===== src/rtl/brush_pkg.sv =====
// Shared brush controller encodings: direction indices, per-direction FSM state
// and small helpers used by the scheduler.
package brush_pkg;

    localparam logic [1:0] DIR_UP    = 2'd0;
    localparam logic [1:0] DIR_DOWN  = 2'd1;
    localparam logic [1:0] DIR_LEFT  = 2'd2;
    localparam logic [1:0] DIR_RIGHT = 2'd3;

    typedef enum logic [1:0] {
        IDLE   = 2'd0,
        ARM    = 2'd1,
        HOLD   = 2'd2,
        REPEAT = 2'd3
    } dir_state_t;

    function automatic logic [3:0] dir_onehot(input logic [1:0] d);
        return 4'b0001 << d;
    endfunction

    function automatic logic [2:0] evt_count(input logic [3:0] v);
        logic [2:0] n;
        n = '0;
        for (int unsigned i = 0; i < 4; i++) begin
            n = n + 3'(v[i]);
        end
        return n;
    endfunction

endpackage


===== src/rtl/brush_dir_fsm.sv =====
// One direction's debounce / hold / auto-repeat state machine. Advances only on
// tick; move_evt is high during the tick cycle in which a move is due.
module brush_dir_fsm
    import brush_pkg::*;
#(
    parameter int unsigned DEBOUNCE_TICKS = 2,
    parameter int unsigned HOLD_TICKS     = 8,
    parameter int unsigned REPEAT_TICKS   = 2
) (
    input  logic Origin_Clock,
    input  logic reset,
    input  logic tick,
    input  logic btn_bit,
    output logic move_evt
);

    localparam int unsigned MAX_DH    = (DEBOUNCE_TICKS > HOLD_TICKS) ? DEBOUNCE_TICKS : HOLD_TICKS;
    localparam int unsigned MAX_TICKS = (MAX_DH > REPEAT_TICKS) ? MAX_DH : REPEAT_TICKS;
    localparam int unsigned C_W       = $clog2(MAX_TICKS + 1);

    dir_state_t     state;
    logic [C_W-1:0] cnt;
    logic [31:0]    cnt_inc;

    assign cnt_inc = 32'(cnt) + 32'd1;

    // ARM is entered with c=1, so ">=" lets a single-tick debounce fire at once
    always_comb begin
        move_evt = 1'b0;
        if (tick && btn_bit) begin
            case (state)
                ARM:     move_evt = (cnt_inc >= DEBOUNCE_TICKS);
                HOLD:    move_evt = (cnt_inc == HOLD_TICKS);
                REPEAT:  move_evt = (cnt_inc == REPEAT_TICKS);
                default: move_evt = 1'b0;
            endcase
        end
    end

    always_ff @(posedge Origin_Clock) begin
        if (!reset) begin
            state <= IDLE;
            cnt   <= '0;
        end else if (tick) begin
            if (!btn_bit) begin
                state <= IDLE;
                cnt   <= '0;
            end else begin
                case (state)
                    IDLE: begin
                        state <= ARM;
                        cnt   <= C_W'(1);
                    end
                    ARM: begin
                        if (move_evt) begin
                            state <= HOLD;
                            cnt   <= '0;
                        end else begin
                            cnt <= cnt + 1'b1;
                        end
                    end
                    HOLD: begin
                        if (move_evt) begin
                            state <= REPEAT;
                            cnt   <= '0;
                        end else begin
                            cnt <= cnt + 1'b1;
                        end
                    end
                    default: begin
                        if (move_evt) cnt <= '0;
                        else          cnt <= cnt + 1'b1;
                    end
                endcase
            end
        end
    end

endmodule


===== src/rtl/brush_tick_scheduler.sv =====
// Base-tick divider, four direction FSMs and a round-robin valid/ready move arbiter.
// Optional BRUSH_DROP_CNT_EN adds a saturating count of merged move events.
module brush_tick_scheduler
    import brush_pkg::*;
#(
    parameter int unsigned CLK_DIV        = 500000,
    parameter int unsigned TICK_PHASE     = 299999,
    parameter int unsigned DEBOUNCE_TICKS = 2,
    parameter int unsigned HOLD_TICKS     = 8,
    parameter int unsigned REPEAT_TICKS   = 2,
    parameter int unsigned CNT_W          = 24
) (
    input  logic       Origin_Clock,
    input  logic       reset,
    input  logic [3:0] btn,
    input  logic       move_ready,
    output logic       move_valid,
    output logic [1:0] move_dir,
    output logic       tick
`ifdef BRUSH_DROP_CNT_EN
    ,
    output logic [7:0] drop_cnt
`endif
);

    logic [CNT_W-1:0] count;
    logic [3:0]       move_evt;
    logic [3:0]       pend;
    logic [3:0]       grant_clr;
    logic [1:0]       last_grant;
    logic [1:0]       grant_dir;
    logic [1:0]       probe;
    logic             grant_hit;
    logic             grant_now;

    assign tick = (count == CNT_W'(TICK_PHASE));

    for (genvar d = 0; d < 4; d++) begin : g_dir
        brush_dir_fsm #(
            .DEBOUNCE_TICKS (DEBOUNCE_TICKS),
            .HOLD_TICKS     (HOLD_TICKS),
            .REPEAT_TICKS   (REPEAT_TICKS)
        ) u_fsm (
            .Origin_Clock (Origin_Clock),
            .reset        (reset),
            .tick         (tick),
            .btn_bit      (btn[d]),
            .move_evt     (move_evt[d])
        );
    end

    // Round-robin search starting just after the last granted direction
    always_comb begin
        grant_hit = 1'b0;
        grant_dir = last_grant;
        probe     = '0;
        for (int unsigned i = 1; i <= 4; i++) begin
            probe = last_grant + 2'(i);
            if (!grant_hit && pend[probe]) begin
                grant_hit = 1'b1;
                grant_dir = probe;
            end
        end
    end

    assign grant_now = !move_valid && grant_hit;
    assign grant_clr = grant_now ? dir_onehot(grant_dir) : '0;

    always_ff @(posedge Origin_Clock) begin
        if (!reset) begin
            count      <= '0;
            pend       <= '0;
            move_valid <= 1'b0;
            move_dir   <= DIR_UP;
            last_grant <= DIR_RIGHT;
        end else begin
            count <= (count == CNT_W'(CLK_DIV - 1)) ? '0 : count + 1'b1;
            // A new event wins over the grant clearing the same bit
            pend  <= (pend & ~grant_clr) | move_evt;
            if (move_valid) begin
                if (move_ready) move_valid <= 1'b0;
            end else if (grant_hit) begin
                move_valid <= 1'b1;
                move_dir   <= grant_dir;
                last_grant <= grant_dir;
            end
        end
    end

`ifdef BRUSH_DROP_CNT_EN
    logic [3:0] merged;
    logic [8:0] drop_sum;

    // An event landing on a bit that is being granted this cycle is not lost
    assign merged   = move_evt & pend & ~grant_clr;
    assign drop_sum = {1'b0, drop_cnt} + 9'(evt_count(merged));

    always_ff @(posedge Origin_Clock) begin
        if (!reset) drop_cnt <= '0;
        else        drop_cnt <= drop_sum[8] ? 8'hFF : drop_sum[7:0];
    end
`endif

endmodule


===== config.mk =====
export PLATFORM = sky130hd
export DESIGN_NAME = brush_tick_scheduler
export DESIGN_NICKNAME = d
export VERILOG_FILES = /design/src/rtl/brush_pkg.sv /design/src/rtl/brush_dir_fsm.sv /design/src/rtl/brush_tick_scheduler.sv
export SDC_FILE = /design/constraint.sdc
export NUM_CORES = 1
export LEC_CHECK = 0
export BUFFER_PORTS_ARGS = -buffer_cell sky130_fd_sc_hd__buf_2
export CAP_MARGIN = 40
export CORE_MARGIN = 4
export CORE_UTILIZATION = 60
export CTS_BUF_LIST = sky130_fd_sc_hd__clkbuf_8
export DETAILED_ROUTE_END_ITERATION = 8
export PLACE_DENSITY_LB_ADDON = 0.3
export SETUP_SLACK_MARGIN = 0.2
export SLEW_MARGIN = 20
export SYNTH_ARGS = -nofsm -noshare
export SYNTH_HDL_FRONTEND = slang
export SYNTH_SLANG_ARGS = --single-unit

===== constraint.sdc =====
create_clock -name Origin_Clock -period 5.6 [get_ports Origin_Clock]
set_input_delay 0.84 -clock Origin_Clock [delete_from_list [all_inputs] [get_ports Origin_Clock]]
set_output_delay 0.84 -clock Origin_Clock [all_outputs]
set_load 0.02 [all_outputs]

Yosys cells after proc, flatten, opt, wreduce, memory -nomap -nowiden --
Index checks and enable logic that the tools add are counted.
Word-level totals: input port bits 7, bits in read-only memories 0, register bits after elaboration 57, logic and storage cells 151, bits in latches 0, memory bits (writable) 0, output and inout port bits 4, memories kept 0
Operators by class: $mul 0, add/sub/neg operators 12, bitwise operators 5, equal/unequal tests 34, muxes and demuxes 56, shifts and indexed selects 1, div/mod/pow operators 0, order comparisons 8, reductions and logical operators 22
Operators by type and width (number):
- $eq A32 B2 Y1 const B | 4
- $eq A32 B4 Y1 const B | 4
- $ge A32 B2 Y1 const B | 4
- $mux W4 | 13
- $eq A24 B19 Y1 const B | 2
- $mux W2 | 16
- $add A24 B1 Y24 const B | 1
- $ne A3 B2 Y1 const B | 8
- $pmux W2 S3 | 4
- $add A4 B1 Y5 const B | 4
- $add A4 B1 Y4 const B | 4
- $eq A2 B2 Y1 const B | 8
- $ne A4 B1 Y1 const B | 4
- $reduce_and A4 Y1 | 4
- $mux W1 | 15
- $lt A2 B3 Y1 const B | 4
- $pmux W1 S3 | 4
- $bmux W1 S2 | 4
- $eq A2 B1 Y1 const B | 4
- $logic_and A1 B1 Y1 | 8
- $logic_not A2 Y1 | 4
- $add A2 B2 Y2 const B | 2
- $and A4 B4 Y4 | 1
- $logic_not A1 Y1 | 4
- 7 further kinds | 8

Logic depth before layout (Yosys ltp) --
word-level depth 18, gate-level depth with buffers 9, gate-level depth less buffers 8

Hierarchy --
From an unflattened synthesis, not the netlist that was laid out.
Second synthesis, totals: cell total of the unflattened synthesis 477, area, all modules 3998.8 µm²
Modules (own cells, without submodules):
- brush_dir_fsm | cells each 74, seq. area each 120.1 µm², area an instance 610.6 µm², times used 4
- brush_tick_scheduler | cells each 181, seq. area each 660.6 µm², area an instance 1556.5 µm², times used 1

Worst setup path before layout --
OpenSTA, ideal clock, no wires.
path kind register to output, start reg count[0], end out tick, data required time 4.760 ns, cell stages (with the launch flop) 7, slack 3.412 ns, buffers on the path 1, arrival 1.348 ns, cells stage by stage dfxtp_1 ha_1 and4_1 and4_1 nand2_4 clkinv_4 buf_2
On the way: cells in the longest elaborated chain, start to end 1
RTL lines:
- from (decl) | line brush_tick_scheduler.sv:26 | logic [CNT_W-1:0] count;
- from (signal assigned) | line brush_tick_scheduler.sv:77 | count <= (count == CNT_W'(CLK_DIV - 1)) ? '0 : count + 1'b1;
- $eq A24 B19 Y1 | line brush_tick_scheduler.sv:36 | assign tick = (count == CNT_W'(TICK_PHASE));
- to (decl) | line brush_tick_scheduler.sv:19 | output logic tick
Every way passes these cells.

Worst setup path after layout --
start reg count[11], end out tick
The elaborated chain is that of the path after synthesis.

==> run metrics <==
run status complete, no violations; CP Buf/Inv Count 2; post-synthesis area per instance between 8 and 9 sq um; register clock-pin slew on the reported worst setup and hold paths around 60 ps; power per cell area between 200 and 250 mW/mm^2; total of endpoints with negative setup slack in the final report 0; Max clock buf depth 2; vias in the first global route roughly 2900; number of flops mapped to enable cells by yosys 0; Max transition margin 48.02%; cell count after placement 490; unrepaired setup endpoints after global routing false; count of synthesis-stage warnings from yosys 0; dominant cell type by area after synthesis dfxtp_1; most frequent cells after synthesis 57 x dfxtp_1, 43 x nor2_1, 36 x nand2_1; via total after detailed routing 3007; average routed wire per standard cell ~14 um; number of levels the H-tree was split into 3; post-synthesis async set-or-reset flop share 0%; number of synthesized register bits between 50 and 60; placed wire-length estimate after detailed placement between 5000 and 6000 um; CP required roughly 4800 ps; maximum capacitance violations 0; cell leakage power 1.431 nW; area of the core region roughly 0.0056 sq mm; crit path kind reg -> out; met3 capacity usage during global routing around 5.1%; highest cell delay on the worst timing path approximately 400 ps; fin. max-slew vios 0; fraction of the mapped netlist area in adder cells 11.29%; routing layer with the top usage in global route met2; number of buffers created by CTS 9; number of inserted diodes 0; kind of cell adding the most delay to the critical path simple AND/OR/NAND/NOR gates; critical-path cell with the highest stage delay nor4b_1; worst ir drop on vdd between 0.1 and 0.15 mV; maximum number of pins on one net before global-route repair 24; Post-route DRC 0; source-to-sink clock delay at the later pin of the worst-skew pair approximately 330 ps; kind of start point of the critical path register; hold buffer count at CTS 0; crit path cell chain nor4b_1 > and4_1 > nand2_4 > clkinv_4 > buf_2; Syn Std Cell Area roughly 0.0035 sq mm; min Tclk post-route ~2800 ps; mean number of vias per cell between 5 and 6; met1 track demand over resource in global routing roughly a quarter; top cells by area, synth dfxtp_1 32%, ha_1 11%, nor2_1 4.6%; Worst-Margin Slew 777.8 ps; worst setup timing slack at the placement stage roughly 3200 ps; post-route clock skew around 7.5 ps; total routing usage reported by global routing around 21%; TritonCTS Sinks between 50 and 60; combinational family with the most area after synthesis simple AND/OR/NAND/NOR gates; number of nets with antenna violations after detailed routing 0; setup slack of the critical path after layout between 2000 and 3000 ps; area share of xor/xnor cells in the synthesized design under 10%; Max Clk Rate about 360 MHz; Die Width 84.89 um; first drt pass iteration count 4; gp weighted congestion 0.8519; Die Y 84.89 um; hold violation total from the final report 0; number of design-rule violations left by the first detailed-router iteration roughly 180; Nets roughly 470; Filler Cell Count between 400 and 500; number of antenna violations at the first check in global routing 0; class of the tightest hold or removal check reg -> reg; Area Growth Syn to Fin 8.042%; share of the clock period used by the worst path between 40% and 50%; starting utilization of the core area between 60% and 70%; setup fix buffers added after clock tree synthesis 0; Seq/Total Area, Yosys between 30 and 40%; DIE AREA 0.007206 sq mm; row cnt 27; accumulated negative setup slack 0 ps; number of cells in the finished layout apart from fillers about 510; total nets after synthesis approximately 460; number of distinct library cells after synthesis 57; cell at the root of the clock tree clkbuf_8; count of input and output buffers 10; multiplexer fraction of the synthesized cell area between 3 and 4%; I/O pins 11; clock tree from TritonCTS yes; fraction of the mapped netlist area in simple logic gates 25.36%; data arrival time of the worst path 1950 ps; met2 usage between 30 and 40%; Util after Layout between 60% and 70%; global-route wire length before repair between 10000 and 15000 um; cell with the most instances after synthesis dfxtp_1; post-CTS resize count 0; peak fanout along the critical path 19; predominant post-synthesis flop cell dfxtp_1; total global routing overflow 0; cell count after synthesis 416; layout cells sized above 1 between 10% and 20%; top-area cell type share of the netlist area between 30% and 40%; overall routed net length 7266 um; type of element capturing the critical path output pin; post-synthesis compound-gate area fraction between 10% and 20%
## sequential cells by signal (all words and copies together), names as in the netlist
name and flops:
last_grant 2, move_dir 2, g_dir.u_fsm.cnt 16, g_dir.u_fsm.state 8
pend 4, count 24, move_valid 1
## metrics by stage
stage	area (sq um)	hold WS, ps	power [mW]
floorplan	3547	417.5	0.4268
detailed placement	3656	441.1	0.4338
CTS	3832	450.6	0.7853
finish	3832	448.5	0.7738
global route	3832	460.8	0.8059
global placement	3656	431.2	0.4331
## logic make-up (layout without fill, tap and decap cells)
| kind of cell | after synthesis | in the layout |
|---|---|---|
| buf+inv | 31 | 48 |
| mux | 13 | 13 |
| compound gates | 94 | 94 |
| flops | 57 | 57 |
| xor+xnor | 22 | 22 |
| fa+ha+maj | 32 | 32 |
| simple gates | 167 | 167 |
## worst register-to-register path: stages (launching register included)
cell and delay, ps:
dfxtp_1 360, ha_1 260, or2_2 330, a211oi_1 260
mux2i_1 150, a311oi_2 350, mux2_2 370, nor2_1 70
## where the power goes
| part | internal, mW | total [mW] | switching [mW] |
|---|---|---|---|
| combinational | 0.00425 | 0.0162 | 0.0120 |
| clock | 0.197 | 0.349 | 0.152 |
| sequential | 0.407 | 0.409 | 0.00141 |
| total | 0.609 | 0.774 | 0.165 |
## path summary, 6_finish.rpt
path                                                    startpoint                              endpoint  slack, ps  cells after the start
worst max-delay path                          count[11]$_SDFF_PP0_                                  tick       2810                      5
worst min-delay path                           count[0]$_SDFF_PP0_                   count[0]$_SDFF_PP0_        450                      1
worst max register to register  g_dir[2].u_fsm.cnt[0]$_SDFFE_PN0P_  g_dir[2].u_fsm.state[1]$_SDFFE_PN0P_       3390                      7
worst min register to register                 count[0]$_SDFF_PP0_                   count[0]$_SDFF_PP0_        450                      1
## layout by cell type, fill, tap and decap left out, types with 9 or more instances in the layout
cell type and n:
clkbuf_8 9, inv_1 24, nand2b_1 12, a211oi_1 14, xor2_1 17, buf_2 10
nor2b_1 9, mux2i_1 10, nand3_1 21, o31ai_1 9, a21oi_1 28, o21ai_0 14
ha_1 32, dfxtp_1 57, nor2_1 43, nand2_1 36
## layout make-up
cell class                 count  area [sq um]  share of cell area [%]
clock buffer                   9         123.9                   3.232
sequential                    57          1141                   29.77
clock inverter                 6         52.55                   1.371
multi-input combinational    328          2283                   59.58
timing repair buffer          10         50.05                   1.306
tap                           72         90.09                   2.351
inverter                      23         91.34                   2.383
## routing by layer
| layer | part of all wire [%] | vias up |
|---|---|---|
| met4 | 1.6 | 0 |
| met1 | 46 | 1427 |
| li1 | - | 1520 |
| met3 | 3.5 | 12 |
| met5 | 0 | - |
| met2 | 49 | 48 |
No activity file was read; power rests on OpenSTA's default activity.
